==> src/rtl/pio_debug_responder_if.sv <==
// Nios PIO word/control bundle plus the core memory port seen by the debug responder.
// slave = responder side; master = Nios PIOs and memory port driving it.
interface pio_debug_responder_if;
  logic [14:0] pio_addr;
  logic [5:0]  pio_control;
  logic [31:0] pio_wdata_high;
  logic [31:0] pio_wdata_low;
  logic [31:0] pio_rdata_high;
  logic [31:0] pio_rdata_low;
  logic [1:0]  pio_flags;
  logic        mem_req;
  logic        mem_we;
  logic [14:0] mem_addr;
  logic [63:0] mem_wdata;
  logic [7:0]  mem_be;
  logic        mem_ready;
  logic [63:0] mem_rdata;

  modport slave (
    input  pio_addr, pio_control, pio_wdata_high, pio_wdata_low, mem_ready, mem_rdata,
    output pio_rdata_high, pio_rdata_low, pio_flags,
    output mem_req, mem_we, mem_addr, mem_wdata, mem_be
  );

  modport master (
    output pio_addr, pio_control, pio_wdata_high, pio_wdata_low, mem_ready, mem_rdata,
    input  pio_rdata_high, pio_rdata_low, pio_flags,
    input  mem_req, mem_we, mem_addr, mem_wdata, mem_be
  );
endinterface

==> src/rtl/pio_debug_responder.sv <==
// Target-side endpoint of the Nios PIO debug channel: four-phase req/done handshake
// driving the core memory port and halt/step/reset controls. All outputs registered.
module pio_debug_responder #(
  parameter int TIMEOUT_CYCLES = 255
) (
  input  logic                        clk_clk,
  input  logic                        reset_reset_n,
  pio_debug_responder_if.slave        bus,
  output logic                        cpu_halt,
  output logic                        cpu_step,
  output logic                        cpu_reset,
  input  logic                        cpu_halted
);
  typedef enum logic [1:0] {S_IDLE, S_ISSUE, S_STEP, S_DONE} state_t;

  localparam logic [2:0]  OP_NOP    = 3'd0;
  localparam logic [2:0]  OP_READ   = 3'd1;
  localparam logic [2:0]  OP_WRITE  = 3'd2;
  localparam logic [2:0]  OP_WLOW   = 3'd3;
  localparam logic [2:0]  OP_STEP   = 3'd4;
  localparam logic [15:0] WAIT_LAST = 16'(TIMEOUT_CYCLES - 1);

  state_t      state_q, state_d;
  logic        req, req_q, req_rise;
  logic [2:0]  op_q, op_d;
  logic [15:0] wait_q, wait_d;
  logic        done_q, done_d, err_q, err_d;
  logic [63:0] rdata_q, rdata_d;
  logic        mreq_q, mreq_d, we_q, we_d, step_d;
  logic [14:0] addr_q, addr_d;
  logic [63:0] wdata_q, wdata_d;
  logic [7:0]  be_q, be_d;

  assign req      = bus.pio_control[0];
  assign req_rise = req & ~req_q;

  always_comb begin
    state_d = state_q;
    op_d    = op_q;
    wait_d  = wait_q;
    done_d  = done_q;
    err_d   = err_q;
    rdata_d = rdata_q;
    mreq_d  = mreq_q;
    we_d    = we_q;
    addr_d  = addr_q;
    wdata_d = wdata_q;
    be_d    = be_q;
    step_d  = 1'b0;
    case (state_q)
      S_IDLE: if (req_rise) begin
        op_d    = bus.pio_control[3:1];
        addr_d  = bus.pio_addr;
        wdata_d = {bus.pio_wdata_high, bus.pio_wdata_low};
        wait_d  = '0;
        case (bus.pio_control[3:1])
          OP_READ:  begin state_d = S_ISSUE; mreq_d = 1'b1; we_d = 1'b0; be_d = 8'hFF; end
          OP_WRITE: begin state_d = S_ISSUE; mreq_d = 1'b1; we_d = 1'b1; be_d = 8'hFF; end
          OP_WLOW:  begin state_d = S_ISSUE; mreq_d = 1'b1; we_d = 1'b1; be_d = 8'h0F; end
          OP_STEP: begin
            if (cpu_halted) begin
              state_d = S_STEP;
              step_d  = 1'b1;
            end else begin
              state_d = S_DONE; done_d = 1'b1; err_d = 1'b1;
            end
          end
          OP_NOP:  begin state_d = S_DONE; done_d = 1'b1; err_d = 1'b0; end
          default: begin state_d = S_DONE; done_d = 1'b1; err_d = 1'b1; end
        endcase
      end
      // mem_ready wins over the timeout when both land on the last wait cycle
      S_ISSUE: begin
        if (bus.mem_ready) begin
          mreq_d = 1'b0;
          if (op_q == OP_READ) rdata_d = bus.mem_rdata;
          state_d = S_DONE; done_d = 1'b1; err_d = 1'b0;
        end else if (wait_q == WAIT_LAST) begin
          mreq_d  = 1'b0;
          state_d = S_DONE; done_d = 1'b1; err_d = 1'b1;
        end else begin
          wait_d = wait_q + 16'd1;
        end
      end
      S_STEP: begin state_d = S_DONE; done_d = 1'b1; err_d = 1'b0; end
      S_DONE: if (!req) begin state_d = S_IDLE; done_d = 1'b0; end
      default: state_d = S_IDLE;
    endcase
  end

  // req_q resets high so a req already asserted at reset release is not a new command
  always_ff @(posedge clk_clk or negedge reset_reset_n) begin
    if (!reset_reset_n) begin
      state_q   <= S_IDLE;
      req_q     <= 1'b1;
      op_q      <= '0;
      wait_q    <= '0;
      done_q    <= 1'b0;
      err_q     <= 1'b0;
      rdata_q   <= '0;
      mreq_q    <= 1'b0;
      we_q      <= 1'b0;
      addr_q    <= '0;
      wdata_q   <= '0;
      be_q      <= '0;
      cpu_step  <= 1'b0;
      cpu_halt  <= 1'b0;
      cpu_reset <= 1'b0;
    end else begin
      state_q   <= state_d;
      req_q     <= req;
      op_q      <= op_d;
      wait_q    <= wait_d;
      done_q    <= done_d;
      err_q     <= err_d;
      rdata_q   <= rdata_d;
      mreq_q    <= mreq_d;
      we_q      <= we_d;
      addr_q    <= addr_d;
      wdata_q   <= wdata_d;
      be_q      <= be_d;
      cpu_step  <= step_d;
      cpu_halt  <= bus.pio_control[4];
      cpu_reset <= bus.pio_control[5];
    end
  end

  assign bus.pio_flags      = {err_q, done_q};
  assign bus.pio_rdata_high = rdata_q[63:32];
  assign bus.pio_rdata_low  = rdata_q[31:0];
  assign bus.mem_req        = mreq_q;
  assign bus.mem_we         = we_q;
  assign bus.mem_addr       = addr_q;
  assign bus.mem_wdata      = wdata_q;
  assign bus.mem_be         = be_q;
endmodule

==> src/flat_wrapper.sv <==
// flat-port wrapper written by rule: the top's interface ports become plain ports
module pio_debug_responder_flat 
#(
  parameter int TIMEOUT_CYCLES = 255
)
  (clk_clk, reset_reset_n, cpu_halt, cpu_step, cpu_reset, cpu_halted, bus_pio_addr, bus_pio_control, bus_pio_wdata_high, bus_pio_wdata_low, bus_mem_ready, bus_mem_rdata, bus_pio_rdata_high, bus_pio_rdata_low, bus_pio_flags, bus_mem_req, bus_mem_we, bus_mem_addr, bus_mem_wdata, bus_mem_be);
  pio_debug_responder_if bus_i ();
  input  logic clk_clk;
  input  logic reset_reset_n;
  output logic cpu_halt;
  output logic cpu_step;
  output logic cpu_reset;
  input  logic cpu_halted;
  input wire logic [$bits(bus_i.pio_addr)-1:0] bus_pio_addr;
  input wire logic [$bits(bus_i.pio_control)-1:0] bus_pio_control;
  input wire logic [$bits(bus_i.pio_wdata_high)-1:0] bus_pio_wdata_high;
  input wire logic [$bits(bus_i.pio_wdata_low)-1:0] bus_pio_wdata_low;
  input wire logic [$bits(bus_i.mem_ready)-1:0] bus_mem_ready;
  input wire logic [$bits(bus_i.mem_rdata)-1:0] bus_mem_rdata;
  output wire logic [$bits(bus_i.pio_rdata_high)-1:0] bus_pio_rdata_high;
  output wire logic [$bits(bus_i.pio_rdata_low)-1:0] bus_pio_rdata_low;
  output wire logic [$bits(bus_i.pio_flags)-1:0] bus_pio_flags;
  output wire logic [$bits(bus_i.mem_req)-1:0] bus_mem_req;
  output wire logic [$bits(bus_i.mem_we)-1:0] bus_mem_we;
  output wire logic [$bits(bus_i.mem_addr)-1:0] bus_mem_addr;
  output wire logic [$bits(bus_i.mem_wdata)-1:0] bus_mem_wdata;
  output wire logic [$bits(bus_i.mem_be)-1:0] bus_mem_be;
  assign bus_i.pio_addr = bus_pio_addr;
  assign bus_i.pio_control = bus_pio_control;
  assign bus_i.pio_wdata_high = bus_pio_wdata_high;
  assign bus_i.pio_wdata_low = bus_pio_wdata_low;
  assign bus_i.mem_ready = bus_mem_ready;
  assign bus_i.mem_rdata = bus_mem_rdata;
  assign bus_pio_rdata_high = bus_i.pio_rdata_high;
  assign bus_pio_rdata_low = bus_i.pio_rdata_low;
  assign bus_pio_flags = bus_i.pio_flags;
  assign bus_mem_req = bus_i.mem_req;
  assign bus_mem_we = bus_i.mem_we;
  assign bus_mem_addr = bus_i.mem_addr;
  assign bus_mem_wdata = bus_i.mem_wdata;
  assign bus_mem_be = bus_i.mem_be;
  pio_debug_responder #(.TIMEOUT_CYCLES(TIMEOUT_CYCLES)) u_core (.clk_clk(clk_clk), .reset_reset_n(reset_reset_n), .bus(bus_i), .cpu_halt(cpu_halt), .cpu_step(cpu_step), .cpu_reset(cpu_reset), .cpu_halted(cpu_halted));
endmodule
==> config.mk <==
export PLATFORM = sky130hd
export DESIGN_NAME = pio_debug_responder_flat
export DESIGN_NICKNAME = d
export VERILOG_FILES = /design/src/rtl/pio_debug_responder_if.sv /design/src/rtl/pio_debug_responder.sv /design/src/flat_wrapper.sv
export SDC_FILE = /design/constraint.sdc
export NUM_CORES = 1
export LEC_CHECK = 0
export CAP_MARGIN = 40
export CORE_MARGIN = 3
export CORE_UTILIZATION = 45
export DETAILED_ROUTE_END_ITERATION = 8
export PLACE_DENSITY_LB_ADDON = 0.08
export SETUP_SLACK_MARGIN = 0.5
export SYNTH_ARGS = -nofsm -noshare
export SYNTH_HDL_FRONTEND = slang
export SYNTH_SLANG_ARGS = --single-unit
==> constraint.sdc <==
create_clock -name clk_clk -period 5.95 [get_ports clk_clk]
set_input_delay 1.19 -clock clk_clk [delete_from_list [all_inputs] [get_ports clk_clk]]
set_output_delay 1.19 -clock clk_clk [all_outputs]
set_load 0.03 [all_outputs]
Yosys cells after proc, flatten, opt, wreduce, memory -nomap -nowiden --
Index checks and enable logic that the tools add are counted.
Storage, ports and cells: register bits 180, bits in latches 0, memory bits (writable) 0, ROM bits 0, input bits 153, output and inout bits 158, word-level logic and storage cells 86, memories kept 0
Cells by class: $add $sub $neg 1, multipliers 0, div/mod/pow operators 0, magnitude comparators 0, equal/unequal tests 17, shifts and indexed selects 0, muxes and demuxes 33, bitwise logic cells 2, reductions and logical operators 18
Operators with widths (number):
- $mux 16 | 3
- $pmux 16 s2 | 1
- $add 16x1->16 const B | 1
- $eq 16x8->1 const B | 1
- $mux 1 | 16
- $pmux 8 s2 | 1
- $reduce_and 3->1 | 4
- $ne 2x2->1 const B | 5
- $reduce_and 5->1 | 2
- $mux 2 | 4
- $pmux 2 s4 | 1
- $reduce_and 4->1 | 2
- $eq 3x1->1 const B | 2
- $eq 3x2->1 const B | 2
- $pmux 1 s2 | 3
- $pmux 1 s3 | 2
- $reduce_bool 2->1 | 3
- $eq 2x2->1 const B | 2
- $pmux 1 s4 | 1
- $pmux 2 s2 | 1
- $reduce_or 2->1 | 2
- $eq 3x3->1 const B | 1
- $logic_not 3->1 | 1
- $ne 3x2->1 const B | 1
- other kinds (9) | 9

Depth between registers and ports, before layout --
depth after elaboration 5, mapped depth 9, depth with buffers taken out 7

Worst setup path after synthesis --
OpenSTA, ideal clock, no wires.
kind input to register, from in bus_mem_ready, to reg u_core.rdata_q[10], setup time 0.125 ns, arrival 2.234 ns, required time 5.825 ns, setup slack 3.592 ns, stages 4, path buffers 1, path through and2_2 nand3_1 buf_2 mux2_2
Between the ends: longest elaborated chain between the ends 1
RTL lines:
- start, declared | RTL line flat_wrapper.sv:18 | input wire logic [$bits(bus_i.mem_ready)-1:0] bus_mem_ready;
- $reduce_and 3->1 (no line)
- end signal, assigned | RTL line pio_debug_responder.sv:116 | rdata_q <= rdata_d;
- end, declared | RTL line pio_debug_responder.sv:28 | logic [63:0] rdata_q, rdata_d;
No other way between the ends. A chain may end at the register's enable or synchronous reset.

Worst setup path after layout --
from in bus_pio_control[0], to reg u_core.wait_q[3]
Between the ends: longest elaborated chain between the ends 3
RTL lines:
- start, declared | RTL line flat_wrapper.sv:15 | input wire logic [$bits(bus_i.pio_control)-1:0] bus_pio_control;
- $and 1x1->1 | RTL line pio_debug_responder.sv:35 | assign req_rise = req & ~req_q;
- $ne 2x1->1 (no line)
- $reduce_and 4->1 (no line)
- end signal, assigned | RTL line pio_debug_responder.sv:113 | wait_q <= wait_d;
- end, declared | RTL line pio_debug_responder.sv:26 | logic [15:0] wait_q, wait_d;
No other way between the ends.

==> run metrics <==
post_cts resized 0; Worst Max-Slew Pin Slew ~0.8 ns; WP data arrival 3.17 ns; layout cell share with drive strength beyond 1 0.246; Setup Fix Bufs, Post-CTS 0; RSZ-0062 raised after global routing no; grt ovf 0; top-area cell type share of the netlist area 0.616; initial antenna violation count 0; WL final about 19,000 um; final cell count without fillers between 1,000 and 1,500; Place WS 2.57 ns; DRC errors left 0; Area Growth Syn to Fin 55.4%; CTS max path bufs 2; crit-path max FO 64; # rows 45; endpoint class of the critical path flop; reg2reg start u_core.state_q[0]; Required @ worst endpoint a little over 6 ns; crit path time final approximately 2.9 ns; post-synthesis async set-or-reset flop share 1.00; DR WL/cell between 15 and 20 um; number of DRC markers in iteration 0 145; CP max stage cell nor2_1; most frequent cells in the layout 309 x clkdlybuf4s50_1, 173 x dfrtp_1, 147 x mux2_2; Tcrit/Tclk final 0.489; Syn Inst Count around 480; Post-synth EDFFs 0; port bufs between 300 and 400; largest net degree at the start of global routing between 80 and 90; hold_buf cts 0; crit-path most repeated cell nor2_1; CTS tree done; Cell Area, Synth 7030 sq um; die width around 130 um; Seq cells post-synth between 150 and 200; vias in the first global route approximately 5,400; final setup fails 0; DR vias around 5,000; Setup WS post-layout around 3 ns; sequential area share after synthesis 0.620; Cells after DPL 980; Starting Density 0.461; syn avg cell area about 15 sq um; LEAKAGE 4.69 nW; final design utilization 0.716; DRT antenna net count 0; Nets between 900 and 1,000; synth top area cells dfrtp_1 62%, mux2_2 24%, buf_2 1.2%; synth warn 0; number of unique standard cell types used by synthesis between 40 and 50; Mapped Nets 638; Slew Viols, Final 0; Setup CP Type primary input to flop; Root Buffer clkbuf_16; min-delay src u_core.done_q; startpoint type of the worst setup path primary input; Hold Fails Final Rpt 0; Post-synth top flop dfrtp_1; VDD IR max ~380 uV; first-pass GRT wire length 28,200 um; ANT cells 0; I/O pin cnt 311; Max-Cap Viols 0; CTS Sinks ~170; launch point of the worst path bus_pio_control[0]; Tot GR Track Use 0.216; Num CTS Buffers 17; H-tree lvl count 4; Filler cells roughly 1,000; clk slew on worst S/H paths around 0.06 ns; commonest non-fill, non-tap cell in the layout clkdlybuf4s50_1; core area about 15,000 sq um; Fmax roughly 340 MHz; Vias/cell between 4 and 5; DP HPWL roughly 14,000 um; Worst-Skew Late Latency about 0.42 ns; worst hold path type flop to flop; Hold WS ~0.49 ns; Final GP Congestion 0.846; largest area contributor in the netlist dfrtp_1; worst stage delay on the critical path 0.69 ns; chip height about 130 um; critical-path cell list clkdlybuf4s50_1 -> nand3b_1 -> buf_4 -> nor2_1 -> nor2_1; full die area between 15,000 and 20,000 sq um; Post-Route Setup TNS 0 ns; Max-slew headroom 0.455; DR pass1 iterations 4; pwr/cell area between 500 and 600 nW/um^2; status finished clean; skew final 0.00952 ns
-- critical path: cells and delay by family --
kind                   cells  cell delay [ns]
AND/OR/NAND/NOR            3             0.96
buffers and inverters      2             1.01
-- cell type report --
type | instances | area, sq um | area share
clock buffer | 23 | 488 | 0.0447
clock inverter | 9 | 106 | 0.00974
inverter | 4 | 15.0 | 0.00137
multi-input combinational | 275 | 2510 | 0.230
sequential | 174 | 4360 | 0.399
tap | 211 | 264 | 0.0242
timing repair buffer | 316 | 3180 | 0.291
-- worst paths after layout --
check / endpoint / slack (ns) / depth (start not counted)
max: u_core.wait_q[3] / 3.04 / 5
min: u_core.done_q / 0.49 / 1
max reg2reg: u_core.wait_q[3] / 3.42 / 6
min reg2reg: u_core.done_q / 0.49 / 1
max in group asynchronous: u_core.state_q[1] / 3.85 / 3
min in group asynchronous: u_core.rdata_q[53] / 0.68 / 1
-- kinds of logic after synthesis --
logic type                 Yosys count  synth area share
xor gates and xnor gates             6           0.00748
AOI/OAI and AO/OA                   41            0.0438
buffers and inverters               30            0.0239
muxes                              148             0.237
and+or+nand+nor                     74            0.0575
DFF                                174             0.620
adders and majority gates            6            0.0107
-- synthesized netlist by cell type, types with 2 or more instances --
cell	n
mux2_2	147
xnor2_1	2
and3_1	4
nand3_1	3
nor3_1	4
and2_1	3
nand3_2	2
and4_1	2
buf_4	9
inv_1	4
nand4_1	6
xor2_1	4
o21ai_0	13
dfrtp_1	173
or3_1	5
a22o_1	2
nand2_1	15
nor2_1	19
ha_1	6
buf_2	17
a31oi_1	2
or2_2	2
nand3b_1	2
a21oi_1	8
o31ai_1	4
-- through the flow --
stage,cell area [sq um],power [mW]
after floorplan,7030,3.76
after global routing,10900,6.52
after CTS,10900,6.28
after global placement,10300,5.07
after detailed placement,10300,5.15
final,10900,6.21
-- report_power, final --
part	total, mW	internal (mW)	leakage [nW]	switching, mW
sequential	1.99	1.71	2.15	0.281
clock	1.10	0.663	0.286	0.442
combinational	3.12	1.43	2.25	1.69
total	6.21	3.80	4.69	2.41
-- sequential cells by signal (all words and copies together) (netlist names) --
signal and flops:
u_core.bus.mem_addr 15, u_core.bus.mem_be 2, u_core.bus.mem_req 1, u_core.bus.mem_wdata 64
u_core.bus.mem_we 1, u_core.cpu_halt 1, u_core.cpu_reset 1, u_core.cpu_step 1
u_core.done_q 1, u_core.err_q 1, u_core.op_q 3, u_core.rdata_q 64
u_core.req_q 1, u_core.state_q 2, u_core.wait_q 16
-- metal layers --
metal | vias up | routed length, um | track usage
li1 | 2312 | - | -
met1 | 2448 | 6680 | 0.238
met2 | 207 | 9670 | 0.365
met3 | 22 | 1970 | 0.110
met4 | 0 | 379 | 0.0665
met5 | - | 0 | 0
(Power assumes the default switching activity.)
